==> config.mk <==
export PLATFORM = sky130hd
export DESIGN_NAME = vga_sync_gen
export DESIGN_NICKNAME = d
export VERILOG_FILES = /design/src/rtl/vga_timing_pkg.sv /design/src/rtl/vga_axis_counter.sv /design/src/rtl/vga_sync_gen.sv
export SDC_FILE = /design/constraint.sdc
export NUM_CORES = 1
export LEC_CHECK = 0
export BUFFER_PORTS_ARGS = -buffer_cell sky130_fd_sc_hd__buf_2
export CAP_MARGIN = 30
export CORE_UTILIZATION = 30
export DETAILED_ROUTE_END_ITERATION = 16
export PLACE_DENSITY = 0.57
export SYNTH_ARGS = -nofsm -noshare
export SYNTH_HDL_FRONTEND = slang
export SYNTH_SLANG_ARGS = --single-unit
export TNS_END_PERCENT = 1
==> constraint.sdc <==
create_clock -name CLK -period 7.08 [get_ports CLK]
set_input_delay 0.708 -clock CLK [delete_from_list [all_inputs] [get_ports CLK]]
set_output_delay 0.708 -clock CLK [all_outputs]
set_load 0.1 [all_outputs]
==> src/rtl/vga_timing_pkg.sv <==
// ============================================================================
//  Module      : vga_timing_pkg
//  Description : Default 640x480@60 raster timing constants and a range helper
//                shared by the VGA sync generator and its axis counters.
//  Revision    : 1.0 - initial release
// ============================================================================
`default_nettype none

package vga_timing_pkg;

  localparam int CNT_W    = 10;

  localparam int H_ACTIVE = 640;
  localparam int H_FP     = 16;
  localparam int H_SYNC   = 96;
  localparam int H_BP     = 48;
  localparam int H_TOTAL  = H_ACTIVE + H_FP + H_SYNC + H_BP;

  localparam int V_ACTIVE = 480;
  localparam int V_FP     = 10;
  localparam int V_SYNC   = 2;
  localparam int V_BP     = 33;
  localparam int V_TOTAL  = V_ACTIVE + V_FP + V_SYNC + V_BP;

  localparam bit HS_POL   = 1'b0;
  localparam bit VS_POL   = 1'b0;

  // Inclusive unsigned window test on a raster coordinate.
  function automatic logic in_span(input logic [CNT_W-1:0] v,
                                   input logic [CNT_W-1:0] lo,
                                   input logic [CNT_W-1:0] hi);
    return (v >= lo) && (v <= hi);
  endfunction

endpackage

`default_nettype wire

==> src/rtl/vga_axis_counter.sv <==
// ============================================================================
//  Module      : vga_axis_counter
//  Description : Enabled modulo-TOTAL counter for one raster axis, with a
//                combinational wrap strobe used to cascade into the next axis.
//  Revision    : 1.0 - initial release
// ============================================================================
`default_nettype none

module vga_axis_counter
  import vga_timing_pkg::*;
#(
  parameter int TOTAL = 800
) (
  input  logic             CLK,
  input  logic             RST,
  input  logic             en,
  output logic [CNT_W-1:0] cnt,
  output logic             wrap
);

  localparam logic [CNT_W-1:0] c_max = CNT_W'(TOTAL - 1);

  assign wrap = en && (cnt == c_max);

  always_ff @(posedge CLK or posedge RST) begin
    if (RST) begin
      cnt <= '0;
    end else if (en) begin
      cnt <= wrap ? '0 : cnt + CNT_W'(1);
    end
  end

endmodule

`default_nettype wire

==> src/rtl/vga_sync_gen.sv <==
// ============================================================================
//  Module      : vga_sync_gen
//  Description : VGA raster timing generator: HSYNC/VSYNC, video_on, pixel
//                coordinates and frame_start, advanced by the PixelCLK enable.
//                Build macro VGA_OUT_REG_EN adds one PixelCLK-enabled output
//                register stage (all outputs lag by one pixel tick).
//  Revision    : 1.0 - initial release
// ============================================================================
`default_nettype none

module vga_sync_gen
  import vga_timing_pkg::*;
#(
  parameter int H_ACTIVE = vga_timing_pkg::H_ACTIVE,
  parameter int H_FP     = vga_timing_pkg::H_FP,
  parameter int H_SYNC   = vga_timing_pkg::H_SYNC,
  parameter int H_BP     = vga_timing_pkg::H_BP,
  parameter int V_ACTIVE = vga_timing_pkg::V_ACTIVE,
  parameter int V_FP     = vga_timing_pkg::V_FP,
  parameter int V_SYNC   = vga_timing_pkg::V_SYNC,
  parameter int V_BP     = vga_timing_pkg::V_BP,
  parameter bit HS_POL   = vga_timing_pkg::HS_POL,
  parameter bit VS_POL   = vga_timing_pkg::VS_POL
) (
  input  logic             CLK,
  input  logic             RST,
  input  logic             PixelCLK,
  output logic             HSYNC,
  output logic             VSYNC,
  output logic             video_on,
  output logic [CNT_W-1:0] pixel_x,
  output logic [CNT_W-1:0] pixel_y,
  output logic             frame_start
);

  localparam int c_h_total = H_ACTIVE + H_FP + H_SYNC + H_BP;
  localparam int c_v_total = V_ACTIVE + V_FP + V_SYNC + V_BP;

  localparam logic [CNT_W-1:0] c_h_act   = CNT_W'(H_ACTIVE);
  localparam logic [CNT_W-1:0] c_v_act   = CNT_W'(V_ACTIVE);
  localparam logic [CNT_W-1:0] c_hs_lo   = CNT_W'(H_ACTIVE + H_FP);
  localparam logic [CNT_W-1:0] c_hs_hi   = CNT_W'(H_ACTIVE + H_FP + H_SYNC - 1);
  localparam logic [CNT_W-1:0] c_vs_lo   = CNT_W'(V_ACTIVE + V_FP);
  localparam logic [CNT_W-1:0] c_vs_hi   = CNT_W'(V_ACTIVE + V_FP + V_SYNC - 1);

  if ((c_h_total > (1 << CNT_W)) || (c_v_total > (1 << CNT_W))) begin : g_total_guard
    $error("vga_sync_gen: H/V totals exceed the 10-bit counter range");
  end

  logic [CNT_W-1:0] w_h_cnt, w_v_cnt, w_h_nxt, w_v_nxt;
  logic             w_h_wrap, w_v_wrap;

  vga_axis_counter #(.TOTAL(c_h_total)) u_h_cnt (
    .CLK  (CLK),
    .RST  (RST),
    .en   (PixelCLK),
    .cnt  (w_h_cnt),
    .wrap (w_h_wrap)
  );

  vga_axis_counter #(.TOTAL(c_v_total)) u_v_cnt (
    .CLK  (CLK),
    .RST  (RST),
    .en   (w_h_wrap),
    .cnt  (w_v_cnt),
    .wrap (w_v_wrap)
  );

  // Decode from the values the counters load on this tick so the registered
  // outputs line up with the counters themselves.
  assign w_h_nxt = w_h_wrap ? '0 : w_h_cnt + CNT_W'(1);
  assign w_v_nxt = w_v_wrap ? '0 : (w_h_wrap ? w_v_cnt + CNT_W'(1) : w_v_cnt);

  logic             r_hs, r_vs, r_von, r_fs;
  logic [CNT_W-1:0] r_px, r_py;

  always_ff @(posedge CLK or posedge RST) begin
    if (RST) begin
      r_hs  <= ~HS_POL;
      r_vs  <= ~VS_POL;
      r_von <= 1'b0;
      r_px  <= '0;
      r_py  <= '0;
      r_fs  <= 1'b0;
    end else begin
      r_fs <= w_v_wrap;
      if (PixelCLK) begin
        r_px  <= w_h_nxt;
        r_py  <= w_v_nxt;
        r_von <= (w_h_nxt < c_h_act) && (w_v_nxt < c_v_act);
        r_hs  <= in_span(w_h_nxt, c_hs_lo, c_hs_hi) ? HS_POL : ~HS_POL;
        r_vs  <= in_span(w_v_nxt, c_vs_lo, c_vs_hi) ? VS_POL : ~VS_POL;
      end
    end
  end

`ifdef VGA_OUT_REG_EN
  logic             r_hs_q, r_vs_q, r_von_q, r_fs_q, r_fs_pend;
  logic [CNT_W-1:0] r_px_q, r_py_q;
  logic             w_fs_arm;

  // A frame pulse waits here until the next pixel tick releases it.
  assign w_fs_arm = r_fs | r_fs_pend;

  always_ff @(posedge CLK or posedge RST) begin
    if (RST) begin
      r_hs_q    <= ~HS_POL;
      r_vs_q    <= ~VS_POL;
      r_von_q   <= 1'b0;
      r_px_q    <= '0;
      r_py_q    <= '0;
      r_fs_q    <= 1'b0;
      r_fs_pend <= 1'b0;
    end else begin
      r_fs_q    <= PixelCLK & w_fs_arm;
      r_fs_pend <= w_fs_arm & ~PixelCLK;
      if (PixelCLK) begin
        r_hs_q  <= r_hs;
        r_vs_q  <= r_vs;
        r_von_q <= r_von;
        r_px_q  <= r_px;
        r_py_q  <= r_py;
      end
    end
  end

  assign HSYNC       = r_hs_q;
  assign VSYNC       = r_vs_q;
  assign video_on    = r_von_q;
  assign pixel_x     = r_px_q;
  assign pixel_y     = r_py_q;
  assign frame_start = r_fs_q;
`else
  assign HSYNC       = r_hs;
  assign VSYNC       = r_vs;
  assign video_on    = r_von;
  assign pixel_x     = r_px;
  assign pixel_y     = r_py;
  assign frame_start = r_fs;
`endif

endmodule

`default_nettype wire

==> flow_metrics.tcl, run 1 <==
set metrics [dict create \
    cp_max_fo 30 \
    maxCapViolCount 0 \
    synth_ff_type "dfrtp_1" \
    drive_above_1_share_pct 26.3 \
    pin_count 27 \
    areaGrowthSynthToFinish_pct 15.7 \
    grt_pass1_wl_um 6350 \
    cts_resized 0 \
    syn_area_mm2 0.00174 \
    vias 1346 \
    synthTopCellsByCount "dfrtp_1 (32), nand2_1 (16), nor2_1 (13)" \
    layout.cells.non_filler 270 \
    die_w_um 78.1 \
    min_path_type "in -> async" \
    top_layer_used "met4" \
    dp_slack_ps 4050 \
    cts.reportedPaths.clkPinSlew_ps 70 \
    die_h_um 78.1 \
    io_buffers 26 \
    grt_usage_pct 13.6 \
    synth_edf_count 0 \
    synth.most_common_cell "dfrtp_1" \
    postRouteAntennaNets 0 \
    power_mw 0.656 \
    synthTopCellsByArea "dfrtp_1 (46%), mux2_2 (5.2%), nand2_1 (3.5%)" \
    routed_wl_um 3710 \
    nets 203 \
    synthDistinctLibCells 42 \
    powerDensity_mw_per_mm2 326 \
    ys.warnings.count 0 \
    cts_root_buf "clkbuf_8" \
    ctsHoldBuffers 0 \
    cts_tree "done" \
    final_util_pct 36.3 \
    setup_violations 0 \
    setup_ws_ps 4320 \
    wl_met1_um 1930 \
    wl_per_cell_um 13.7 \
    peakVddDrop_mv 0.222 \
    hold_viol 0 \
    r2r_slack_ps 4490 \
    cts_buffer_depth 2 \
    dr.pass1.iters 4 \
    synthCells 173 \
    yosysTopAreaCell "dfrtp_1" \
    antenna_found_initial 0 \
    grt_start_max_net_pins 35 \
    dr_wl_met3_um 154 \
    post-dp-hpwl_um 2540 \
    timing.rr.start "u_h_cnt.cnt[0]$_DFFE_PP0P_" \
    cts-buffers-inserted 5 \
    avgViaCountPerCell 4.99 \
    globalRouteOverflowTotal 0 \
    ys_ff_latch 34 \
    period_minus_slack_ps 2760 \
    ys_seq_area_share_pct 49.1 \
    insertion_delay_ps 290 \
    p_leak_nw 0.918 \
    r2r_cells 7 \
    htreeDepth 2 \
    slew_violations 0 \
    place_congestion 0.780 \
    first_iter_violations 93 \
    final_cell_area_mm2 0.00201 \
    timing.rr.end "VSYNC$_DFFE_PP1P_" \
    startpoint_type "input port" \
    met2_wirelength_um 1550 \
    post_dp_cell_area_mm2 0.00192 \
    syn-num-nets 179 \
    critPathRequiredTime_ps 7270 \
    crit_arrival_ps 2940 \
    drc 0 \
    timing.fmax_mhz 363 \
    rsz0062_at_grt "no" \
    grt_pass1_vias 1258 \
    clock-sinks 34 \
    status "finished clean" \
    dieArea_mm2 0.00610 \
    n_antenna_cell 0 \
    criticalPathCategory "in -> reg" \
    critPathCaptureType "flop" \
    synth_top_area_share_pct 46.1 \
    skew_ps 6.21 \
    finalCritPeriodShare_pct 38.9 \
    worst_pin_slew_ps 763 \
    syn_area_per_cell_um2 10.0 \
    synth_async_sr_flop_share_pct 100 \
    placed_cells 262 \
    tns_ps 0 \
    post_cts_buffers 0 \
    core-area_mm2 0.00554 \
    timing.hold.ws_ps 498 \
    slew_headroom_pct 48.6 \
    row_count 27 \
    start_util_pct 31.4 \
]
cells by family (layout without fill, tap and decap cells):
kind of cell    Yosys count  in the layout  share of synthesized area [%]
flops                    34             34                           49.1
compound gates           35             35                           13.7
fa+ha+maj                 3              3                           2.16
xor+xnor                 11             11                           5.54
buf+inv                  20             45                           5.04
simple gates             62             62                           19.3
mux                       8              8                           5.18
cell usage in the layout, fill, tap and decap left out, types with 2 or more instances in the layout:
cell / n
dfrtp_1: 32
buf_2: 26
nand2_1: 16
nor2_1: 13
o21ai_0: 9
inv_1: 9
nand3_1: 8
a21oi_1: 8
mux2_2: 8
nand4_1: 6
xnor2_1: 6
clkbuf_8: 6
xor2_1: 5
o31ai_1: 4
nor4_1: 3
and3_1: 3
a31oi_1: 3
ha_1: 3
dfstp_2: 2
or4_4: 2
nor3_1: 2
o2bb2ai_1: 2
buf_4: 2
critical path, stage by stage:
cell      delay (ps)
buf_2            460
nand4b_1         230
or4_4            520
o31ai_1          460
a21oi_4          110
nor4_1           320
a31oi_1          130
power by group:
group / internal, mW / total, mW / switching [mW]
clock network: 0.0785 / 0.149 / 0.0710
logic: 0.0444 / 0.251 / 0.207
registers: 0.216 / 0.255 / 0.0392
area by class of cell:
| class | count | area (um^2) |
|---|---|---|
| Clock buffer | 7 | 86.3 |
| Multi-Input combinational cell | 119 | 797 |
| Timing Repair Buffer | 28 | 145 |
| Clock inverter | 1 | 5.00 |
| Fill cell | 578 | 3530 |
| Tap cell | 72 | 90.1 |
| Inverter | 9 | 33.8 |
| Sequential cell | 34 | 853 |
state kept, by name (all words and copies together) (netlist names):
signal	count
HSYNC	1
VSYNC	1
frame_start	1
pixel_y	10
u_h_cnt.cnt	10
u_v_cnt.cnt	10
video_on	1
per-layer routing:
layer  track usage [%]  vias up
met5                 0        -
met4              5.56        0
met3              3.84        6
met2              18.4       26
met1              19.8      642
li1                  -      672
worst max-delay path by stage:
stage / to / slack (ps) / startpoint / cells after the start
after global placement: video_on$_DFFE_PP0P_ / 4090 / PixelCLK / 7
after global routing: VSYNC$_DFFE_PP1P_ / 4130 / PixelCLK / 7
after CTS: video_on$_DFFE_PP0P_ / 4350 / PixelCLK / 7
after floorplan: video_on$_DFFE_PP0P_ / 3920 / u_h_cnt.cnt[0]$_DFFE_PP0P_ / 8
after detailed placement: video_on$_DFFE_PP0P_ / 4050 / PixelCLK / 7
final: VSYNC$_DFFE_PP1P_ / 4320 / PixelCLK / 7
No activity file was read; power rests on OpenSTA's default activity.
==> inputs of run 2 (changes only) <==
ABC_AREA = 1   (was not set)
PLACE_DENSITY = 0.58   (was 0.57)
clock period = 2.3 ns   (was 7.08 ns; I/O delays follow)
==> run 2 against run 1 <==
Compared with the run above: combinational power rose to 3.2 times the previous value; sequential share of layout area shrank 4.5 points; cell area grew 12%; cell count is 35% higher; total power grew to 3.0 times the previous value; synthesized cell count increased by 49%.
==> flow_metrics.tcl, run 2 <==
set metrics [dict create \
    post_cts_buffers 0 \
    hold_viol 0 \
    synthCells 258 \
    peakVddDrop_mv 0.430 \
    synthTopCellsByArea "dfrtp_1 (41%), nand2_1 (17%), nor2_1 (5.2%)" \
    synthTopCellsByCount "nand2_1 (87), dfrtp_1 (32), nor2_1 (27)" \
    row_count 28 \
    rsz0062_at_grt "no" \
    post-dp-hpwl_um 3260 \
    antenna_found_initial 0 \
    p_clk_share_pct 23.3 \
    synth_ff_type "dfrtp_1" \
    start_util_pct 31.9 \
    pin_count 27 \
    sw_frac_of_total_pct 48.2 \
    p_sw_mw 0.962 \
    ctsHoldBuffers 0 \
    grt_pass1_vias 1644 \
    seqPwrFrac_pct 36.9 \
    powerDensity_mw_per_mm2 886 \
    criticalPathCategory "reg -> reg" \
    dieArea_mm2 0.00681 \
    status "finished clean" \
    crit_arrival_ps 2030 \
    synth_edf_count 0 \
    areaGrowthSynthToFinish_pct 16.0 \
    cts_resized 0 \
    yosysTopAreaCell "dfrtp_1" \
    placed_cells 356 \
    fill_cells 699 \
    routed_wl_um 4430 \
    cts.reportedPaths.clkPinSlew_ps 70 \
    cts-buffers-inserted 5 \
    power_mw 2.00 \
    setup_violations 0 \
    synthDistinctLibCells 28 \
    ys_seq_area_share_pct 43.9 \
    critPathCaptureType "flop" \
    finalCritPeriodShare_pct 78.7 \
    ys_ff_latch 34 \
    timing.fmax_mhz 553 \
    grt_start_max_net_pins 35 \
    drc 0 \
    worst_pin_slew_ps 509 \
    final_util_pct 37.0 \
    die_w_um 82.5 \
    ys.warnings.count 0 \
    place_congestion 0.856 \
    power.internal_mw 1.04 \
    synth.most_common_cell "nand2_1" \
    io_buffers 26 \
    nets 294 \
    period_minus_slack_ps 1810 \
    timing.hold.ws_ps 28.5 \
    cpPeakStageDelay_ps 390 \
    insertion_delay_ps 290 \
    syn_area_per_cell_um2 7.54 \
    startpoint_type "flop" \
    critPathRequiredTime_ps 2520 \
    slew_violations 0 \
    avgViaCountPerCell 4.57 \
    cts_tree "done" \
    clock-sinks 34 \
    first_iter_violations 48 \
    dr.pass1.iters 4 \
    cts_buffer_depth 2 \
    worst_path_max_delay_cell "dfrtp_2" \
    cp_max_fo 10 \
    cp_num_buf_inv 2 \
    syn_area_mm2 0.00194 \
    cp_cell_sequence "ha_1, nand2_2, nor2_4, inv_2, nor2_8, nand3b_1, nand2_1, nand3_1, nor2_1, nand3_1, nand2_1, inv_1" \
    wl_per_cell_um 12.2 \
    layout.cells.non_filler 364 \
    core-area_mm2 0.00610 \
    htreeDepth 2 \
    layout_commonest_cell "nand2_1" \
    p_comb_share_pct 39.8 \
    mostFrequentLayoutCells "nand2_1 (87), dfrtp_1 (30), nor2_1 (27)" \
    grt_pass1_wl_um 7780 \
    die_h_um 82.5 \
    drive_above_1_share_pct 24.2 \
    cp_top_family "simple AND/OR/NAND/NOR gates" \
    synth_async_sr_flop_share_pct 100 \
    tns_ps 0 \
    vias 1662 \
    p_leak_nw 1.15 \
    min_path_type "in -> async" \
    skew_ps 6.65 \
    postRouteAntennaNets 0 \
    globalRouteOverflowTotal 0 \
    slew_headroom_pct 66.1 \
    synth_top_area_share_pct 41.2 \
    n_antenna_cell 0 \
    grt_usage_pct 15.4 \
    syn-num-nets 264 \
    cts_root_buf "clkbuf_8" \
    maxCapViolCount 0 \
]
-- run 2: cell types whose count changed after synthesis, sizes merged, moves of 5 or more --
cell and change:
nand2 +78, nand3 +16, clkbuf -5, xnor2 -5, inv +21, mux2 -8, a21oi -7, nor2 +21
-- run 2: routing by layer --
layer | part of all wire [%] | global-route usage [%]
met3 | 3.7 | 2.97
met1 | 52 | 21.6
met2 | 43 | 23.6
met5 | 0 | 0
met4 | 1.3 | 5.17
-- run 2: layout make-up --
| class | count | area (um^2) | area share (%) |
|---|---|---|---|
| clock buffer | 7 | 86.3 | 3.83 |
| clock inverter | 1 | 5.00 | 0.222 |
| inverter | 31 | 116 | 5.16 |
| multi-input combinational | 188 | 952 | 42.2 |
| sequential | 34 | 856 | 38.0 |
| tap | 75 | 93.8 | 4.16 |
| timing repair buffer | 28 | 145 | 6.44 |
-- run 2: final timing paths --
check                      slack [ps]                         end                       start  cells after the start
min in group CLK                  420      pixel_y[0]$_DFFE_PP0P_                    PixelCLK                      3
setup / recovery                  490           VSYNC$_DFFE_PP1P_  u_h_cnt.cnt[1]$_DFFE_PP0P_                     12
setup reg to reg                  490           VSYNC$_DFFE_PP1P_  u_h_cnt.cnt[1]$_DFFE_PP0P_                     12
max in group asynchronous        1920  u_h_cnt.cnt[0]$_DFFE_PP0P_                         RST                      3
hold reg to reg                   490      pixel_y[4]$_DFFE_PP0P_      pixel_y[4]$_DFFE_PP0P_                      2
hold / removal                     30  u_h_cnt.cnt[5]$_DFFE_PP0P_                         RST                      3
-- run 2: worst register-to-register path, delay by kind of cell, from the launching register on --
kind / cells / cell delay, ps
and+or+nand+nor: 9 / 1060
DFF: 1 / 390
adders and majority gates: 1 / 180
buffers and inverters: 2 / 120
-- run 2: power groups by stage --
stage / Clock, mW / Combinational (mW) / Sequential, mW
global route: 0.511 / 0.862 / 0.751
floorplan: 0 / 0.222 / 1.19
global placement: 0 / 0.802 / 0.745
detailed placement: 0 / 0.798 / 0.750
CTS: 0.480 / 0.800 / 0.739
finish: 0.466 / 0.795 / 0.737
-- run 2: through the flow --
stage	setup WS, ps	instance area (um^2)
2_1_floorplan	125	1950
3_3_place_gp	410	2160
3_5_place_dp	400	2160
4_1_cts	478	2250
5_1_grt	285	2250
6_report	490	2250
-- run 2: cell families after synthesis --
family                     count (synthesis)  share of synthesized area [%]
xor gates and xnor gates                   3                           1.35
and+or+nand+nor                          163                           40.2
buffers and inverters                     36                           7.14
DFF                                       34                           43.9
AOI/OAI and AO/OA                         19                           5.53
adders and majority gates                  3                           1.93
